--- src/rtl/hc_keystream_xor.sv ---
// hc_keystream_xor
//   Consumer side of the hc_core keystream interface. Requests keystream words
//   from the core one at a time (never more than one outstanding), buffers them
//   in a small prefetch FIFO and XORs them, in order, onto a ready/valid data
//   stream. Encryption and decryption are the same operation.
//
// Parameters
//   FIFO_DEPTH  prefetch FIFO depth in words (power of two, >= 2)
//   ADDR_W      log2(FIFO_DEPTH)
//
// Ports
//   clk, reset_n          clock, asynchronous active-low reset
//   enable                1 = keep prefetching keystream
//   flush                 1-cycle pulse: drop buffered/in-flight keystream, clear error
//   ks_next               1-cycle request pulse to the core
//   ks_data, ks_valid     keystream word returned by the core
//   din, din_valid/ready  input data stream
//   dout, dout_valid/ready output data stream (din XOR keystream, 1-cycle latency)
//   error                 sticky: keystream word arrived with no request outstanding
//   word_cnt              64-bit count of delivered output words
//
// Configuration macro
//   HC_WORD_CNT_EN        when defined, adds the word_cnt port and its counter

module hc_keystream_xor #(
  parameter int FIFO_DEPTH = 4,
  parameter int ADDR_W     = 2
) (
  input  logic        clk,
  input  logic        reset_n,
  input  logic        enable,
  input  logic        flush,
  output logic        ks_next,
  input  logic [31:0] ks_data,
  input  logic        ks_valid,
  input  logic [31:0] din,
  input  logic        din_valid,
  output logic        din_ready,
  output logic [31:0] dout,
  output logic        dout_valid,
  input  logic        dout_ready,
  output logic        error
`ifdef HC_WORD_CNT_EN
  ,
  output logic [63:0] word_cnt
`endif
);

  typedef enum logic [1:0] {
    ST_IDLE  = 2'd0,
    ST_WAIT  = 2'd1,
    ST_DRAIN = 2'd2
  } state_e;

  localparam logic [ADDR_W:0] DEPTH_L = (ADDR_W + 1)'(FIFO_DEPTH);

  state_e              state_q, state_d;
  logic                ks_next_q, ks_next_d;
  logic [31:0]         mem_q [FIFO_DEPTH];
  logic [ADDR_W-1:0]   wr_ptr_q, wr_ptr_d;
  logic [ADDR_W-1:0]   rd_ptr_q, rd_ptr_d;
  logic [ADDR_W:0]     fill_q, fill_d;
  logic [31:0]         dout_q, dout_d;
  logic                dout_valid_q, dout_valid_d;
  logic                error_q, error_d;

  logic                fifo_empty_s;
  logic                fifo_full_s;
  logic                push_s;
  logic                err_set_s;
  logic                din_xfer_s;
  logic                dout_xfer_s;

  assign fifo_empty_s = (fill_q == {(ADDR_W + 1){1'b0}});
  assign fifo_full_s  = (fill_q == DEPTH_L);
  assign din_ready    = !fifo_empty_s && (!dout_valid_q || dout_ready);
  // flush wins over a same-cycle input transfer
  assign din_xfer_s   = din_valid && din_ready && !flush;
  assign dout_xfer_s  = dout_valid_q && dout_ready;

  // Request FSM: next state, request pulse, push and unsolicited-word detection
  always_comb begin
    state_d   = state_q;
    ks_next_d = 1'b0;
    push_s    = 1'b0;
    err_set_s = 1'b0;
    case (state_q)
      ST_IDLE: begin
        if (flush) begin
          state_d = ST_IDLE;
        end else begin
          err_set_s = ks_valid;
          if (enable && !fifo_full_s) begin
            ks_next_d = 1'b1;
            state_d   = ST_WAIT;
          end else begin
            state_d = ST_IDLE;
          end
        end
      end
      ST_WAIT: begin
        if (flush) begin
          // a word arriving in the flush cycle is simply dropped
          state_d = ks_valid ? ST_IDLE : ST_DRAIN;
        end else if (ks_valid) begin
          push_s  = !fifo_full_s;
          state_d = ST_IDLE;
        end else begin
          state_d = ST_WAIT;
        end
      end
      ST_DRAIN: begin
        // another flush here must still wait for the in-flight word
        if (ks_valid) begin
          state_d = ST_IDLE;
        end else begin
          state_d = ST_DRAIN;
        end
      end
      default: begin
        state_d = ST_IDLE;
      end
    endcase
  end

  // FIFO pointers and fill level
  always_comb begin
    wr_ptr_d = wr_ptr_q;
    rd_ptr_d = rd_ptr_q;
    fill_d   = fill_q;
    if (flush) begin
      wr_ptr_d = {ADDR_W{1'b0}};
      rd_ptr_d = {ADDR_W{1'b0}};
      fill_d   = {(ADDR_W + 1){1'b0}};
    end else begin
      if (push_s) begin
        wr_ptr_d = wr_ptr_q + ADDR_W'(1);
      end else begin
        wr_ptr_d = wr_ptr_q;
      end
      if (din_xfer_s) begin
        rd_ptr_d = rd_ptr_q + ADDR_W'(1);
      end else begin
        rd_ptr_d = rd_ptr_q;
      end
      case ({push_s, din_xfer_s})
        2'b10:   fill_d = fill_q + (ADDR_W + 1)'(1);
        2'b01:   fill_d = fill_q - (ADDR_W + 1)'(1);
        default: fill_d = fill_q;
      endcase
    end
  end

  // XOR output stage and sticky error
  always_comb begin
    dout_d       = dout_q;
    dout_valid_d = dout_valid_q;
    error_d      = error_q;
    if (flush) begin
      dout_valid_d = 1'b0;
      error_d      = 1'b0;
    end else begin
      if (din_xfer_s) begin
        dout_d       = din ^ mem_q[rd_ptr_q];
        dout_valid_d = 1'b1;
      end else if (dout_xfer_s) begin
        dout_valid_d = 1'b0;
      end else begin
        dout_valid_d = dout_valid_q;
      end
      if (err_set_s) begin
        error_d = 1'b1;
      end else begin
        error_d = error_q;
      end
    end
  end

  // Control and output registers
  always_ff @(posedge clk or negedge reset_n) begin
    if (!reset_n) begin
      state_q      <= ST_IDLE;
      ks_next_q    <= 1'b0;
      wr_ptr_q     <= {ADDR_W{1'b0}};
      rd_ptr_q     <= {ADDR_W{1'b0}};
      fill_q       <= {(ADDR_W + 1){1'b0}};
      dout_q       <= 32'd0;
      dout_valid_q <= 1'b0;
      error_q      <= 1'b0;
    end else begin
      state_q      <= state_d;
      ks_next_q    <= ks_next_d;
      wr_ptr_q     <= wr_ptr_d;
      rd_ptr_q     <= rd_ptr_d;
      fill_q       <= fill_d;
      dout_q       <= dout_d;
      dout_valid_q <= dout_valid_d;
      error_q      <= error_d;
    end
  end

  // FIFO storage; contents are only meaningful below the fill level
  always_ff @(posedge clk) begin
    if (push_s) begin
      mem_q[wr_ptr_q] <= ks_data;
    end
  end

  assign ks_next    = ks_next_q;
  assign dout       = dout_q;
  assign dout_valid = dout_valid_q;
  assign error      = error_q;

`ifdef HC_WORD_CNT_EN
  logic [63:0] word_cnt_q;

  // Delivered-word counter; survives flush, wraps naturally at 2^64
  always_ff @(posedge clk or negedge reset_n) begin
    if (!reset_n) begin
      word_cnt_q <= 64'd0;
    end else if (dout_xfer_s) begin
      word_cnt_q <= word_cnt_q + 64'd1;
    end else begin
      word_cnt_q <= word_cnt_q;
    end
  end

  assign word_cnt = word_cnt_q;
`endif

endmodule

--- config.mk ---
export PLATFORM = sky130hd
export DESIGN_NAME = hc_keystream_xor
export DESIGN_NICKNAME = d
export VERILOG_FILES = /design/src/rtl/hc_keystream_xor.sv
export SDC_FILE = /design/constraint.sdc
export NUM_CORES = 1
export LEC_CHECK = 0
export CORE_ASPECT_RATIO = 0.9
export CORE_UTILIZATION = 44
export CTS_CLUSTER_DIAMETER = 80
export CTS_CLUSTER_SIZE = 16
export DETAILED_ROUTE_END_ITERATION = 16
export GPL_ROUTABILITY_DRIVEN = 1
export GPL_TIMING_DRIVEN = 0
export PLACE_DENSITY_LB_ADDON = 0.12
export SLEW_MARGIN = 20
export SYNTH_ARGS = -nofsm -noshare
export SYNTH_HDL_FRONTEND = slang
export SYNTH_SLANG_ARGS = --single-unit
--- constraint.sdc ---
create_clock -name clk -period 2.1 [get_ports clk]
set_input_delay 0.315 -clock clk [delete_from_list [all_inputs] [get_ports clk]]
set_output_delay 0.315 -clock clk [all_outputs]
set_load 0.01 [all_outputs]
=== Yosys cells after proc, flatten, opt, wreduce, memory -nomap -nowiden ===
Memory sizes are Yosys's and may differ from the RTL's.
Index checks and enable logic that the tools add are counted.

* $add $sub $neg: 4
* Equality and inequality tests: 5
* Muxes and demuxes: 27
* Bitwise gates (word level): 2
* Reduce and logical (&&, ||, !) cells: 18

{| class="wikitable"
|+ Operator list
! kind !! count
|-
| XOR 32 bit || 1
|-
| 2-to-1 mux 1 bit || 18
|-
| 2-to-1 mux 2 bit || 6
|-
| one-hot mux 2 bit (3 select lines) || 1
|-
| one-hot mux 3 bit (2 select lines) || 1
|-
| nonzero test 2 bit || 3
|-
| nonzero test 3 bit || 2
|-
| logical AND 1 bit || 5
|-
| adder 2 x 1 -> 2 bit, second input constant || 2
|-
| equality test 2 x 1 -> 1 bit, second input constant || 2
|-
| equality test 2 bit, second input constant || 2
|-
| logical NOT 1 bit || 4
|-
| adder 3 x 1 -> 3 bit, second input constant || 1
|-
| equality test 3 bit, second input constant || 1
|-
| logical NOT 3 bit || 1
|-
| 2-to-1 mux 3 bit || 1
|-
| subtractor 3 x 1 -> 3 bit, second input constant || 1
|-
| logical NOT 2 bit || 1
|-
| AND reduction 2 bit || 1
|-
| logical OR 1 bit || 1
|-
| NOT 1 bit || 1
|}

* Register bits: 44
* Bits in writable memories: 128
* Output and inout bits: 36
* Memories: 1

{| class="wikitable"
|+ Memory list
! name !! words !! width !! rd ports !! clocked after memory_dff !! write ports !! RTL line !! text
|-
| mem_q || 4 || 32 || 1 || 0 || 1 || 59 || <nowiki>logic [31:0] mem_q [FIFO_DEPTH];</nowiki>
|}

=== Logic depth before layout (Yosys ltp) ===
* Depth in word-level cells: 8
* Gate-level depth with buffers: 8

=== Worst setup path after synthesis ===
Ideal clock, no wire load.

* Kind: register to register
* From: reg fill_q[2]
* To: mem mem_q[0][0], enable pin
* Library setup time: 0.392 ns
* Data arrival time: 1.888 ns
* Slack: -0.180 ns
* Stages on the path, launching flop included: 5
* Buffers on the path: 1
* Period minus slack after synthesis: 2.280 ns
* Path through: dfrtp_1 > nor3b_1 > nor3_2 > buf_2 > and2_1

* Cells in the longest elaborated chain, start to end: 7

{| class="wikitable"
|+ RTL lines
! what !! RTL line !! text
|-
| start: declaration || 62 || <nowiki>logic [ADDR_W:0] fill_q, fill_d;</nowiki>
|-
| start signal: assignment || 186 || <nowiki>fill_q <= {(ADDR_W + 1){1'b0}};</nowiki>
|-
| start signal: assignment || 195 || <nowiki>fill_q <= fill_d;</nowiki>
|-
| equality test 3 bit || 75 || <nowiki>assign fifo_full_s = (fill_q == DEPTH_L);</nowiki>
|-
| logical NOT 1 bit || 106 || <nowiki>push_s = !fifo_full_s;</nowiki>
|-
| 2-to-1 mux 1 bit || 105 || <nowiki>end else if (ks_valid) begin</nowiki>
|-
| 2-to-1 mux 1 bit || 102 || <nowiki>if (flush) begin</nowiki>
|-
| 2-to-1 mux 1 bit || 87 || <nowiki>case (state_q)</nowiki>
|-
| 2-to-1 mux 1 bit || 204 || <nowiki>if (push_s) begin</nowiki>
|-
| 2-to-1 mux 1 bit (implied by the code) || 205 || <nowiki>mem_q[wr_ptr_q] <= ks_data;</nowiki>
|-
| end: declaration || 59 ||
|}

No other way between the ends.

=== Worst setup path in the final report ===
* From: reg fill_q[0]
* To: out din_ready

* Cells in the longest elaborated chain, start to end: 3

{| class="wikitable"
|+ RTL lines
! what !! RTL line !! text
|-
| logical NOT 3 bit || 74 || <nowiki>assign fifo_empty_s = (fill_q == {(ADDR_W + 1){1'b0}});</nowiki>
|-
| logical NOT 1 bit || 76 || <nowiki>assign din_ready = !fifo_empty_s && (!dout_valid_q || dout_ready);</nowiki>
|-
| logical AND 1 bit || 76 ||
|-
| end: declaration || 38 || <nowiki>output logic din_ready,</nowiki>
|}

No other way between the ends.

==> flow_summary.toml <==
[grt]
track_usage = 0.1656
grt_antenna_before_repair = 0
overflow = 0
grt_max_degree = 33
grt_pass1_vias = 3562
grt_first_pass_wirelength_um = 19180

[floorplan]
core_area_um2 = 15440
io_pins = 107
initial_utilization = 0.4504
die_w_um = 134.5
dieArea_um2 = 16320
die_h_um = 121.3
rows = 43

[setup_path]
crit_path_end_kind = "output pin"
arrival_ns = 1.70
path_max_fanout = 5
setup.worst_path.start_class = "flop"
critPathKind = "flop to output pin"
cp.required_ns = 1.78

[timing]
fin_setup_tns_ns = 0
period_minus_slack_ns = 2.017
fmax_mhz = 495.9
finClkSkew_ns = 0.01444
slew_violations = 0
setup_viol = 0
worstMarginPinSlew_ns = 0.5367
slew_headroom = 0.6422
hold_viol = 0
holdWs_ns = 0.3740
rsz0062_at_grt = "no"
fin_crit_sh = 0.9603

[layout]
drive_above_1_share = 0.2490
syn2layout_area_growth_pct = 28.04
multiInputGateArea_um2 = 1914
register_area_um2 = 4946
nets = 545
fill_cells = 1159
antennaDiodeCount = 0
final_area_um2 = 8906
final_core_util = 0.5768

[synthesis]
syn_avg_cell_area_um2 = 20.46
synthFlopType = "edfxtp_1"
synth_fp_nets = 416
ys_ff_latch = 172
yosys_warnings = 0
synth_top_area_frac = 0.5526
synth_largest_area_cell = "edfxtp_1"
synthTopCellsByArea = "edfxtp_1 55%, dfrtp_1 16%, mux4_2 10%"
synth_cell_types = 38
synth-edff-count = 128
seq_area_frac_synth = 0.7109
syn-instance-count = 340
async_reset_ff_frac = 0.2558
synth_area_um2 = 6955

[route]
wl_met3_um = 588
wl_per_cell_um = 18.15
ant_nets = 0
drc = 0
routed_wl_um = 12420
num_vias = 3418
drt-met1-wl_um = 5805
route.met2.wl_um = 5950
drtIter0Drc = 201
vias_per_cell = 4.997
first_pass_iters = 4
routed.top_layer = "met4"

[place]
port-buffer-count = 106
gp_congestion = 0.6734
place_hpwl_um = 7680
place_area_um2 = 8289

[cts]
cts-root-buf = "clkbuf_16"
htreeDepth = 4
cts_sinks = 172
cts_buffers = 17
cts_max_path_buffers = 2
clk_pin_slew_ns = 0.06
cts_tree = "built"
worstSkewPairLatency_ns = 0.42

[hold_path]
hold_class = "input port to asynchronous set/reset pin"

[run]
drv_cap = 0

[power]
powerDensity_nw_per_um2 = 1148
power_mw = 10.22
ir_drop_uv = 642.5
leakage_nw = 3.149

[outcome]
status = "complete, no violations"
## cell usage after synthesis, types with 2 or more instances
library cell and number:
a21oi_1 4, and2_1 5, buf_12 3, buf_2 4, buf_4 2, buf_6 2, clkbuf_1 3, dfrtp_1 44
edfxtp_1 128, ha_1 4, inv_1 2, mux2_1 3, mux2_2 2, mux2_4 28, mux2i_1 2, mux4_2 32
nand2b_1 4, nand3b_1 3, nand4_1 2, nor2_1 9, nor3_1 2, nor3b_1 3, xnor2_1 2, xor2_1 33
## state kept, by name (all words and copies together), names as in the netlist
signal,cells
dout,32
mem_q,128
state_q,2
wr_ptr_q,2
fill_q,3
dout_valid,1
error,1
rd_ptr_q,2
ks_next,1
## layer usage
metal,vias to the layer above,GRT usage
met1,1754,0.2242
li1,1574,-
met5,-,0
met3,7,0.05890
met2,83,0.2497
met4,0,0.05478
## cells by family after synthesis
kind of cell,count (synthesis),share of synthesized area
flops,172,0.7109
mux,67,0.1750
simple gates,38,0.03310
xor+xnor,36,0.04641
buf+inv,16,0.01961
compound gates,6,0.004857
fa+ha+maj,5,0.01007
## per-stage QoR
step                setup slack [ns]  instances
floorplan                     0.1097        340
global placement             -0.7370        648
detailed placement           -0.6399        649
CTS                          0.05523        684
global route                 0.02339        684
finish                       0.08327        684
## cells in the final DEF, fill, tap and decap left out, types with 3 or more instances in the layout
| cell | Yosys | layout |
|---|---|---|
| a21oi_1 | 4 | 4 |
| mux2_1 | 3 | 3 |
| nand2b_1 | 4 | 4 |
| clkinvlp_4 | 0 | 3 |
| buf_6 | 2 | 3 |
| buf_4 | 2 | 4 |
| edfxtp_1 | 128 | 128 |
| buf_2 | 4 | 4 |
| clkinv_4 | 0 | 3 |
| ha_1 | 4 | 4 |
| clkdlybuf4s50_1 | 0 | 104 |
| mux4_2 | 32 | 32 |
| mux2_4 | 28 | 28 |
| xor2_1 | 33 | 33 |
| and2_4 | 0 | 4 |
| buf_12 | 3 | 4 |
| nor2_1 | 9 | 9 |
| clkinv_2 | 0 | 3 |
| dfrtp_1 | 44 | 43 |
| clkbuf_1 | 3 | 5 |
| nand3b_1 | 3 | 3 |
| clkbuf_16 | 0 | 17 |
## power breakdown
| group | switching [mW] | internal [mW] |
|---|---|---|
| combinational | 1.13 | 1.90 |
| clock | 1.23 | 1.66 |
| sequential | 0.228 | 4.07 |
| total | 2.59 | 7.63 |
## critical path, stage by stage, from the launching register on
cell and delay, ns:
dfrtp_2 0.45, or3_4 0.41, and2_1 0.15, dlygate4sd2_1 0.27
## final timing paths
kind	startpoint	endpoint	slack (ns)	depth (start not counted)
worst max-delay path	fill_q[0]	din_ready	0.08	3
worst min register to register	dout[19]	dout[19]	0.49	1
worst max register to register	fill_q[0]	fill_q[2]	0.16	7
min in group clk	dout[19]	dout[19]	0.49	1
max in group asynchronous	reset_n	fill_q[0]	1.18	3
worst min-delay path	reset_n	dout[2]	0.37	2
## layout make-up
class,count,area share
buffer,14,0.01545
clock buffer,22,0.05100
clock inverter,10,0.01054
inverter,2,0.0008429
multi-input combinational,152,0.2149
sequential,172,0.5554
tap,202,0.02838
timing repair buffer,110,0.1235
## what timing repair did
action / 4_1_cts / 5_1_grt
hold buffers: 1 / 0
setup endpoints to repair: 131 / 1
buffers inserted: 2 / 0
resized for setup: 11 / 5
pin swaps: 1 / 0
endpoints found under the hold margin: 15 / 0
Note: power is estimated with default switching activity, not from simulation.
